**config.mk**
```make
export PLATFORM = sky130hd
export DESIGN_NAME = merge2_rr_flat
export DESIGN_NICKNAME = d
export VERILOG_FILES = /design/src/rtl/merge2_rr_pkg.sv /design/src/rtl/merge2_rr_if.sv /design/src/rtl/merge2_rr_arb.sv /design/src/rtl/merge2_rr.sv /design/src/flat_wrapper.sv
export SDC_FILE = /design/constraint.sdc
export NUM_CORES = 1
export LEC_CHECK = 0
export CAP_MARGIN = 10
export CORE_UTILIZATION = 30
export CTS_CLUSTER_DIAMETER = 200
export DETAILED_ROUTE_END_ITERATION = 6
export GPL_ROUTABILITY_DRIVEN = 0
export GPL_TIMING_DRIVEN = 0
export PLACE_DENSITY = 0.67
export SLEW_MARGIN = 10
export SYNTH_ARGS = -nofsm -noshare
export SYNTH_HDL_FRONTEND = slang
export SYNTH_SLANG_ARGS = --single-unit
export TNS_END_PERCENT = 20
```
**constraint.sdc**
```tcl
create_clock -name clk -period 1.4 [get_ports clk]
set_clock_uncertainty 0.2 [all_clocks]
set_input_delay 0.21 -clock clk [delete_from_list [all_inputs] [get_ports clk]]
set_output_delay 0.21 -clock clk [all_outputs]
set_load 0.01 [all_outputs]
```
**src/rtl/merge2_rr_pkg.sv**
```systemverilog
// rtl/merge2_rr_pkg.sv - shared constants for the two-input round-robin merge
package merge2_rr_pkg;

    localparam logic SRC_IN0 = 1'b0;
    localparam logic SRC_IN1 = 1'b1;

endpackage

```
**src/rtl/merge2_rr_if.sv**
```systemverilog
// rtl/merge2_rr_if.sv - producer/consumer handshake bundle around merge2_rr
interface merge2_rr_if #(
    parameter int nbits = 8
);
    logic             in0_val;
    logic             in0_rdy;
    logic [nbits-1:0] in0_msg;
    logic             in1_val;
    logic             in1_rdy;
    logic [nbits-1:0] in1_msg;
    logic             out_val;
    logic             out_rdy;
    logic [nbits-1:0] out_msg;
    logic             out_src;

    modport slave (
        input  in0_val, in0_msg, in1_val, in1_msg, out_rdy,
        output in0_rdy, in1_rdy, out_val, out_msg, out_src
    );

    modport master (
        output in0_val, in0_msg, in1_val, in1_msg, out_rdy,
        input  in0_rdy, in1_rdy, out_val, out_msg, out_src
    );
endinterface

```
**src/rtl/merge2_rr_arb.sv**
```systemverilog
// rtl/merge2_rr_arb.sv - two-way round-robin arbiter with a one-bit priority pointer
module merge2_rr_arb
    import merge2_rr_pkg::*;
(
    input  logic clk,
    input  logic rst,
    input  logic in0_val,
    input  logic in1_val,
    input  logic acc_en,
    output logic grant0,
    output logic grant1
);

    logic prio;

    // prio only breaks ties; a lone requester always wins
    always_comb begin
        grant0 = in0_val & (~in1_val | (prio == SRC_IN0));
        grant1 = in1_val & (~in0_val | (prio == SRC_IN1));
    end

    // the port just served becomes least favoured
    always_ff @(posedge clk) begin
        if (rst) begin
            prio <= SRC_IN0;
        end else if (acc_en) begin
            prio <= grant1 ? SRC_IN0 : SRC_IN1;
        end
    end

endmodule

```
**src/rtl/merge2_rr.sv**
```systemverilog
// rtl/merge2_rr.sv - round-robin merge of two val/rdy streams into a one-entry output buffer
module merge2_rr
    import merge2_rr_pkg::*;
#(
    parameter int nbits = 8
) (
    input  logic           clk,
    input  logic           rst,
    merge2_rr_if.slave     bus
);

    logic             grant0;
    logic             grant1;
    logic             can_acc;
    logic             accept;
    logic [nbits-1:0] mux_out;
    logic             out_val_q;
    logic [nbits-1:0] out_msg_q;
    logic             out_src_q;

    merge2_rr_arb u_arb (
        .clk     (clk),
        .rst     (rst),
        .in0_val (bus.in0_val),
        .in1_val (bus.in1_val),
        .acc_en  (accept),
        .grant0  (grant0),
        .grant1  (grant1)
    );

    // a draining entry frees the slot in the same cycle for full throughput
    assign can_acc = ~out_val_q | bus.out_rdy;
    assign accept  = can_acc & (grant0 | grant1) & ~rst;

    assign bus.in0_rdy = can_acc & grant0 & ~rst;
    assign bus.in1_rdy = can_acc & grant1 & ~rst;

    assign mux_out = grant1 ? bus.in1_msg : bus.in0_msg;

    always_ff @(posedge clk) begin
        if (rst) begin
            out_val_q <= 1'b0;
            out_msg_q <= '0;
            out_src_q <= SRC_IN0;
        end else if (accept) begin
            out_val_q <= 1'b1;
            out_msg_q <= mux_out;
            out_src_q <= grant1;
        end else if (bus.out_rdy) begin
            out_val_q <= 1'b0;
        end
    end

    assign bus.out_val = out_val_q;
    assign bus.out_msg = out_msg_q;
    assign bus.out_src = out_src_q;

endmodule

```
**src/flat_wrapper.sv**
```systemverilog
// flat-port wrapper written by rule: the top's interface ports become plain ports
module merge2_rr_flat import merge2_rr_pkg::*;
#(
    parameter int nbits = 8
)
  (clk, rst, bus_in0_val, bus_in0_msg, bus_in1_val, bus_in1_msg, bus_out_rdy, bus_in0_rdy, bus_in1_rdy, bus_out_val, bus_out_msg, bus_out_src);
  merge2_rr_if #(.nbits(nbits)) bus_i ();
  input  logic clk;
  input  logic rst;
  input wire logic [$bits(bus_i.in0_val)-1:0] bus_in0_val;
  input wire logic [$bits(bus_i.in0_msg)-1:0] bus_in0_msg;
  input wire logic [$bits(bus_i.in1_val)-1:0] bus_in1_val;
  input wire logic [$bits(bus_i.in1_msg)-1:0] bus_in1_msg;
  input wire logic [$bits(bus_i.out_rdy)-1:0] bus_out_rdy;
  output wire logic [$bits(bus_i.in0_rdy)-1:0] bus_in0_rdy;
  output wire logic [$bits(bus_i.in1_rdy)-1:0] bus_in1_rdy;
  output wire logic [$bits(bus_i.out_val)-1:0] bus_out_val;
  output wire logic [$bits(bus_i.out_msg)-1:0] bus_out_msg;
  output wire logic [$bits(bus_i.out_src)-1:0] bus_out_src;
  assign bus_i.in0_val = bus_in0_val;
  assign bus_i.in0_msg = bus_in0_msg;
  assign bus_i.in1_val = bus_in1_val;
  assign bus_i.in1_msg = bus_in1_msg;
  assign bus_i.out_rdy = bus_out_rdy;
  assign bus_in0_rdy = bus_i.in0_rdy;
  assign bus_in1_rdy = bus_i.in1_rdy;
  assign bus_out_val = bus_i.out_val;
  assign bus_out_msg = bus_i.out_msg;
  assign bus_out_src = bus_i.out_src;
  merge2_rr #(.nbits(nbits)) u_core (.clk(clk), .rst(rst), .bus(bus_i));
endmodule
```
Word-level counts from Yosys, hierarchy flattened
Cells that the tools add are included.

storage, ports and cells
  register bits = 11
  logic and storage cells = 26
  input bits = 21

operators by class
  reductions and logical operators = 1
  bitwise gates (word level) = 17
  muxes and demuxes = 4

operator list
  operator            number
  AND 1 bit           8
  2-to-1 mux 8 bit    1
  inverter 1 bit      5
  bitwise OR 1 bit    4
  2-to-1 mux 1 bit    3
  nonzero test 2 bit  1

Longest topological paths before layout
Gate-level depths: netlist of the first run.

  word-level depth = 7
  mapped depth = 5
  mapped depth without buffers = 3

Modules after synthesis
A second synthesis of the first run with hierarchy kept.

unflattened totals
  cell total of the unflattened synthesis = 52
  area, all modules = 535.5 µm²

modules (own cells, without submodules)
  module         area each (µm²)  cells an instance  instances  sequential area each (µm²)
  merge2_rr      481.7            46                 1          200.2
  merge2_rr_arb  53.8             6                  1          20.0

Worst setup path after synthesis of the first run
Ideal clock, no wire load.

  path kind = register to output
  from = register u_core.out_val_q, in the netlist u_core.bus.out_val
  to = output bus_in0_rdy
  arrival = 1086 ps
  path slack = -96 ps
  stages on the path, launching flop included = 3
  cell sequence = dfxtp_1 and2b_1 a2111oi_1

between the ends
  longest elaborated chain between the ends = 4

ends and longest elaborated chain
  item                     line                text
  start, declared          merge2_rr.sv:17     logic out_val_q;
  start signal, assigned   merge2_rr.sv:42     out_val_q <= 1'b0;
  start signal, assigned   merge2_rr.sv:46     out_val_q <= 1'b1;
  start signal, assigned   merge2_rr.sv:50     out_val_q <= 1'b0;
  inverter 1 bit           merge2_rr.sv:32     assign can_acc = ~out_val_q | bus.out_rdy;
  bitwise OR 1 bit         merge2_rr.sv:32
  AND 1 bit (2 in series)  merge2_rr.sv:35     assign bus.in0_rdy = can_acc & grant0 & ~rst;
  end, declared            flat_wrapper.sv:15  output wire logic [$bits(bus_i.in0_rdy)-1:0] bus_in0_rdy;

Every way passes these cells.

Worst setup path in the final report of the first run
Same ends and word-level chain as after synthesis.

==> results of run 1 <==
timing repair:
item	in CTS	in global routing
setup buffers	5	8
resized for setup	32	7
pin swaps	2	3
hold buffers	0	0
setup endpoints to repair	22	10
cell type report:
| class | instances | share of cell area, % |
|---|---|---|
| inverters | 3 | 1.02 |
| flip-flops and latches | 11 | 20.2 |
| plain buffers | 5 | 4.77 |
| repair buffers | 45 | 35.5 |
| clock buffers | 4 | 2.38 |
| well taps | 25 | 2.84 |
| multi-input cells | 46 | 33.3 |
worst min-delay path, stage by stage:
cell and delay, ns:
dlygate4sd2_1 0.26, nor2_2 0.08, a21oi_1 0.15
cells in the final DEF, fill, tap and decap left out, types with 2 or more instances in the layout:
master,n
buf_6,4
dfxtp_2,2
nand3_1,8
dfxtp_1,9
inv_1,2
buf_4,14
clkdlybuf4s50_1,17
a21oi_1,11
o2111a_1,8
clkbuf_4,3
dlygate4sd2_1,13
buf_2,2
nand4b_1,8
logic make-up after synthesis:
| group | after synthesis | synth area share (%) |
|---|---|---|
| compound gates | 22 | 27.6 |
| flops | 11 | 36.7 |
| buf+inv | 10 | 8.98 |
| simple gates | 24 | 26.7 |
cells in the mapped netlist:
master	n
o2111a_1	8
nor2_1	2
nand2b_1	2
o21ai_0	1
clkbuf_1	1
inv_1	2
buf_4	1
o21ai_1	1
and2b_1	1
buf_2	4
or3_1	1
nand3_1	9
dfxtp_1	11
inv_2	1
nand4b_1	8
a2111oi_1	1
buf_6	1
nor2_4	1
a21oi_1	11
sequential cells by signal (all words and copies together) (netlist names):
signal              flops
u_core.bus.out_msg      8
u_core.bus.out_src      1
u_core.bus.out_val      1
u_core.u_arb.prio       1
power breakdown:
group	internal, uW	total [uW]	switching, uW
registers	343	357	14.3
clock network	111	222	112
logic	165	290	125
final timing paths:
check,end,cells after the start
min,u_core.bus.out_val,3
min reg2reg,u_core.bus.out_src,2
max reg2reg,u_core.u_arb.prio,4
max,bus_in0_rdy,3
metrics by stage:
| step | TNS, ns | instance area, um^2 | setup slack, ns | std cells | power, uW |
|---|---|---|---|---|---|
| 6_report | -0.373 | 1100 | -0.274 | 139 | 870 |
| 5_1_grt | -0.528 | 1100 | -0.335 | 139 | 923 |
| 4_1_cts | -0.568 | 1030 | -0.327 | 132 | 848 |
| 3_5_place_dp | -5.43 | 956 | -0.939 | 124 | 622 |
| 3_3_place_gp | -5.29 | 956 | -0.948 | 124 | 620 |
| 2_1_floorplan | 0 | 604 | 0.0295 | 67 | 482 |
routing by layer:
layer | track usage [%] | vias to the layer above
met1 | 27.6 | 345
met2 | 29.7 | 34
met3 | 8.24 | 0
li1 | - | 356
met5 | 0 | -
met4 | 4.00 | 0
==> impl_metrics.yaml, run 1 <==
outcome:
  violations: "setup timing"
  status: "finished, violations left"
synthesis:
  synth_area_um2: 599
  yosys.area.top_type: "dfxtp_1"
  yosysTopAreaCellShare_pct: 36.7
  synth_cells: 67
  synth_area_leaders: "dfxtp_1 (37%), o2111a_1 (15%), nand4b_1 (12%)"
  yosys.cell_types.count: 19
  yosys_warnings: 0
  synth-seq-area-share_pct: 36.7
  syn-mean-instance-area_um2: 8.95
  synth.net_count: 88
  ys_seq_elements: 11
floorplan:
  die_y_um: 46.7
  coreArea_um2: 1800
  initial_utilization_pct: 33.3
  fp-row-count: 15
  die_w_um: 46.7
  die_area_um2: 2180
  ios: 33
power:
  irDropWorstVdd_mv: 0.608
  power.density_nw_per_um2: 789
  cellLeakagePower_uw: 0.000468
detailed_routing:
  drt_iter0_markers: 39
  top_layer_used: "met3"
  wl_met2_um: 1000
  antenna_left: 0
  wl_um: 2040
  wl_per_cell_um: 14.7
  dr.pass1.iters: 4
  num_vias: 735
  wl_met3_um: 150
  drc: 0
  via_per_inst: 5.29
  m1WireLength_um: 888
worst_setup_path:
  reg2reg_from: "u_core.bus.out_val"
  worstSetupPathType: "flop to output port"
  cpPeakStageDelay_ns: 0.32
  cp_top_family: "flip-flops"
  critical_path.cell_chain: "and2b_2 > a2111oi_4 > buf_2"
  arrival_ns: 1.26
  cp_num_buf_inv: 1
  startpoint_type: "flop"
  endpoint_kind: "output port"
  r2r_slack_ns: 0.01
  crit_slowest_cell: "dfxtp_2"
  crit_start: "u_core.bus.out_val"
  critPathRequiredTime_ns: 0.99
  critPathMaxFanout: 3
layout:
  fill_cells: 187
  fin_nets: 136
  regArea_um2: 223
  n_antenna_cell: 0
  multi_input_comb_area_um2: 367
  drive_gt1_share_pct: 28.1
  area_growth_pct: 83.9
  postLayoutCoreUtil_pct: 61.2
clock_tree:
  cts_root_buf: "clkbuf_4"
  insertion_delay_ns: 0.27
  cts_tree: "done"
  cts_buffers: 3
  clkTransAtPathRegs_ns: 0.07
  h-tree-depth: 1
  clock_sinks: 11
  cts.path.max_buffers: 2
grt:
  grt_max_degree: 11
  grt_pass1_wl_um: 3060
  grt_pass1_vias: 648
  antenna_found_initial: 0
  track_usage_pct: 20.2
  globalRouteOverflowTotal: 0
sta:
  period_minus_slack_ns: 1.67
  final-setup-viol-count: 2
  slew_headroom_pct: 80.8
  max_freq_mhz: 597
  setup_slack_ns: -0.274
  hold_viol: 0
  slew_violations: 0
  hold_ws_ns: 0.278
  tightest_slew_ns: 0.288
  rsz0062_at_grt: "true"
  min_period_over_period_pct: 120
placed_design:
  dp_hpwl_um: 1260
  port_buffers: 32
worst_hold_path:
  holdCritStartpoint: "bus_in1_val"
  hp-class: "input port to flop"
flow_run:
  cap_violations: 0
No activity file was read; power rests on OpenSTA's default activity.
==> run 2, diff against run 1 <==
==> constraint.sdc (replaced) <==
create_clock -name clk -period 2 [get_ports clk]
set_clock_uncertainty 0.2 [all_clocks]
set_input_delay 0.3 -clock clk [delete_from_list [all_inputs] [get_ports clk]]
set_output_delay 0.3 -clock clk [all_outputs]
set_load 0.01 [all_outputs]
==> impl_metrics.yaml, run 2 (synthesis results as in run 1) <==
outcome:
  status: "finished clean"
layout:
  fin_nets: 128
  final_cell_mix: "clkdlybuf4s50_1 (30), a21oi_1 (11), dfxtp_1 (11)"
  largest_register_ff_count: 8
  area_growth_pct: 72.7
  n_antenna_cell: 0
  layout_commonest_cell: "clkdlybuf4s50_1"
  drive_gt1_share_pct: 18.9
  fin_cells: 131
grt:
  grt_max_degree: 19
  globalRouteOverflowTotal: 0
  grt_pass1_vias: 617
  track_usage_pct: 18.2
  grt_pass1_wl_um: 2730
  antenna_found_initial: 0
floorplan:
  ios: 33
  die_y_um: 46.7
  fp-row-count: 15
  coreArea_um2: 1800
  die_w_um: 46.7
  die_area_um2: 2180
  initial_utilization_pct: 33.3
worst_setup_path:
  regToRegEndpoint: "u_core.bus.out_msg[5]"
  worstSetupPathType: "input port to output port"
  cpPeakStageDelay_ns: 0.51
  critPathRequiredTime_ns: 1.50
  r2r_slack_ns: 0.77
  critical_path.cell_chain: "clkdlybuf4s50_1 > buf_6 > inv_2 > a2111oi_4 > buf_2"
  arrival_ns: 1.45
  reg2reg_from: "u_core.bus.out_val"
  critPathMaxFanout: 3
  startpoint_type: "input port"
  cp_num_buf_inv: 4
  crit_slowest_cell: "clkdlybuf4s50_1"
  reg2reg_depth: 5
  cp_top_family: "buffers and inverters"
  endpoint_kind: "output port"
sta:
  final-setup-viol-count: 0
  tightest_slew_ns: 0.278
  max_freq_mhz: 513
  period_minus_slack_ns: 1.95
  slew_headroom_pct: 81.5
  slew_violations: 0
  hold_viol: 0
  min_period_over_period_pct: 97.4
  rsz0062_at_grt: "false"
detailed_routing:
  wl_per_cell_um: 14.3
  drc: 0
  num_vias: 710
  via_per_inst: 5.42
  drt_iter0_markers: 14
  antenna_left: 0
  wl_um: 1870
  dr.pass1.iters: 4
clock_tree:
  clock_sinks: 11
  cts.path.max_buffers: 2
  cts_buffers: 3
  clkTransAtPathRegs_ns: 0.07
  h-tree-depth: 1
  cts_tree: "done"
  hold_buffers: 0
  cts_root_buf: "clkbuf_4"
  insertion_delay_ns: 0.27
placed_design:
  dp_hpwl_um: 1250
  dp.cells: 124
  port_buffers: 32
worst_hold_path:
  hp-class: "flop to flop"
  hold_end: "u_core.bus.out_src"
  whs_path_depth: 2
  holdCritStartpoint: "u_core.bus.out_src"
power:
  irDropWorstVdd_mv: 0.398
  total_power_uw: 600
  cellLeakagePower_uw: 0.000389
  power.density_nw_per_um2: 580
flow_run:
  cap_violations: 0
[run 2: final cells by class]
type                            count  area, um^2
Buffer                              5        50.0
Clock buffer                        4        26.3
Fill cell                         189         767
Inverter                            3        11.3
Multi-Input combinational cell     46         348
Sequential cell                    11         220
Tap cell                           25        31.3
Timing Repair Buffer               37         348
[run 2: worst max-delay path by stage]
stage	endpoint	start	cells past startpoint
after detailed placement	bus_in0_rdy	bus_in0_val	5
after floorplan	bus_in0_rdy	u_core.bus.out_val	2
final	bus_in0_rdy	bus_in0_val	5
after global routing	bus_in0_rdy	bus_in0_val	5
after global placement	bus_in1_rdy	bus_in1_val	6
after CTS	bus_in1_rdy	bus_in1_val	6
[run 2: where the power goes]
part / total (uW) / internal (uW) / switching, uW
combinational: 193 / 114 / 79.4
sequential: 250 / 239 / 10.4
clock: 157 / 77.3 / 79.5
[run 2: timing repair]
item	in CTS	in global routing
buffers inserted	3	2
gates resized for setup	19	2
endpoints found under the hold margin	0	0
pin swaps	0	1
setup endpoints to repair	2	2
[run 2: worst reg2reg max path: stages, from the launching register on]
cell and delay (ns):
dfxtp_1 0.35, nand2b_1 0.07, buf_6 0.12, buf_4 0.16, nand4b_1 0.10, o2111a_1 0.17
[run 2: layer usage]
metal	global-route usage (%)	up-vias	part of all wire, %
li1	-	339	-
met5	0	-	0
met3	3.53	4	7.3
met2	27.2	34	45
met1	24.0	333	45
met4	10.3	0	2.2
[run 2: per-stage QoR]
step / utilization, % / instance area (um^2) / TNS (ns) / hold WS (ns) / setup slack, ns
global placement: 52.8 / 951 / -1.02 / 0.271 / -0.549
global route: 57.4 / 1030 / 0 / 0.324 / 0.00249
detailed placement: 52.8 / 951 / -1.06 / 0.271 / -0.529
CTS: 56.9 / 1020 / -0.00458 / 0.286 / -0.00458
floorplan: - / 599 / 0 / 0.169 / 0.414
finish: 57.4 / 1030 / 0 / 0.287 / 0.0519
==> run 3, diff against run 2 <==
--- a/config.mk
+++ b/config.mk
@@ -7,6 +7,7 @@
 export LEC_CHECK = 0
 export CAP_MARGIN = 10
 export CORE_UTILIZATION = 30
+export CTS_BUF_LIST = sky130_fd_sc_hd__clkbuf_16
 export CTS_CLUSTER_DIAMETER = 200
 export DETAILED_ROUTE_END_ITERATION = 6
 export GPL_ROUTABILITY_DRIVEN = 0
==> impl_metrics.yaml, run 3 (synthesis results as in run 1) <==
floorplan:
  die_w_um: 46.7
  die_y_um: 46.7
  coreArea_um2: 1800
  fp-row-count: 15
  initial_utilization_pct: 33.3
  ios: 33
  die_area_um2: 2180
grt:
  antenna_found_initial: 0
  globalRouteOverflowTotal: 0
  use_met1_pct: 22.8
  grt_pass1_wl_um: 2820
  grt_busiest_layer: "met2"
  grt_max_degree: 19
  grtUsageMet2_pct: 30.0
  met3_usage_pct: 4.71
  grt_pass1_vias: 644
  track_usage_pct: 18.2
power:
  power_frac_clock_pct: 44.7
  total_power_uw: 798
  irDropWorstVdd_mv: 0.539
  power.density_nw_per_um2: 741
  pwr-share-seq_pct: 31.5
  netSwitchingFraction_pct: 23.1
  cellLeakagePower_uw: 0.000407
  p_int_uw: 614
  p_sw_uw: 184
  combPwrFrac_pct: 23.8
worst_setup_path:
  worstSetupPathType: "input port to output port"
  r2r_slack_ns: 0.73
  regToRegEndpoint: "u_core.bus.out_msg[6]"
  arrival_ns: 1.46
  critPathMaxFanout: 3
  startpoint_type: "input port"
  reg2reg_from: "u_core.bus.out_val"
  endpoint_kind: "output port"
  critPathRequiredTime_ns: 1.50
  reg2reg_depth: 5
detailed_routing:
  antenna_left: 0
  wl_um: 1850
  drc: 0
  num_vias: 687
  dr.pass1.iters: 4
  via_per_inst: 5.33
  wl_per_cell_um: 14.3
  drt_iter0_markers: 11
clock_tree:
  cts_buffers: 3
  cts_tree: "done"
  h-tree-depth: 1
  cts.path.max_buffers: 2
  cts_root_buf: "clkbuf_16"
  clock_sinks: 11
  hold_buffers: 0
  clkTransAtPathRegs_ns: 0.04
  insertion_delay_ns: 0.23
placed_design:
  port_buffers: 32
  dp_hpwl_um: 1250
  pre_cts_ws_ns: -0.529
  dp.cells: 124
layout:
  drive_gt1_share_pct: 17.3
  largest_register_ff_count: 8
  area_growth_pct: 79.7
  n_antenna_cell: 0
  fin_cells: 129
  fill_cells: 178
  layout_commonest_cell: "clkdlybuf4s50_1"
  final_cell_mix: "clkdlybuf4s50_1 (29), a21oi_1 (11), dfxtp_1 (11)"
  fin_nets: 126
sta:
  final-setup-viol-count: 0
  slew_headroom_pct: 80.6
  slew_violations: 0
  min_period_over_period_pct: 98.0
  period_minus_slack_ns: 1.96
  rsz0062_at_grt: "true"
  max_freq_mhz: 510
  hold_viol: 0
  setup_slack_ns: 0.0405
  hold_ws_ns: 0.286
  tightest_slew_ns: 0.290
flow_run:
  cap_violations: 0
worst_hold_path:
  hold_end: "u_core.bus.out_src"
  whs_path_depth: 2
  holdCritStartpoint: "u_core.bus.out_src"
  hp-class: "flop to flop"
outcome:
  status: "finished clean"
==> run 3: per-layer routing <==
metal	wire length [um]	up-vias
met5	0	-
met4	20	0
met3	115	2
met2	882	26
met1	829	326
li1	-	333
==> run 3: layout make-up <==
type / count / area [um^2] / share of cell area [%]
Tap cell: 25 / 31.3 / 2.90
Clock inverter: 1 / 3.75 / 0.348
Inverter: 3 / 11.3 / 1.05
Clock buffer: 3 / 75.1 / 6.97
Buffer: 5 / 50.0 / 4.65
Sequential cell: 11 / 220 / 20.4
Multi-Input combinational cell: 46 / 348 / 32.3
Timing Repair Buffer: 35 / 338 / 31.4
==> run 3: stage by stage <==
step | util, % | instance area (um^2) | setup TNS [ns]
floorplan | - | 599 | 0
global placement | 52.8 | 951 | -1.02
detailed placement | 52.8 | 951 | -1.06
CTS | 59.3 | 1070 | 0
global route | 59.8 | 1080 | -0.00859
finish | 59.8 | 1080 | 0
==> run 3: what timing repair did <==
item / 4_1_cts / 5_1_grt
gates cloned: 0 / 0
setup endpoints to repair: 2 / 2
resized for setup: 20 / 1
setup buffers: 2 / 1
==> run 3: power groups by stage <==
stage | Sequential, uW | Combinational (uW) | Clock [uW]
after detailed placement | 255 | 179 | 0
after global routing | 253 | 204 | 377
after floorplan | 263 | 72.8 | 0
after global placement | 254 | 179 | 0
after CTS | 251 | 188 | 367
final | 251 | 190 | 357
==> run 3: critical path, stage by stage <==
cell and delay (ns):
clkdlybuf4s50_1 0.52, buf_6 0.12, inv_2 0.04, a2111oi_4 0.30, buf_2 0.18
==> run 3: worst max path at each step <==
stage                  startpoint     endpoint  slack (ns)  depth (start not counted)
6_report              bus_in0_val  bus_in0_rdy        0.04                          5
5_1_grt               bus_in0_val  bus_in1_rdy      -0.009                          5
4_1_cts               bus_out_rdy  bus_in0_rdy       0.005                          4
3_5_place_dp          bus_in0_val  bus_in0_rdy       -0.53                          5
3_3_place_gp          bus_in1_val  bus_in1_rdy       -0.55                          6
2_1_floorplan  u_core.bus.out_val  bus_in0_rdy        0.41                          2
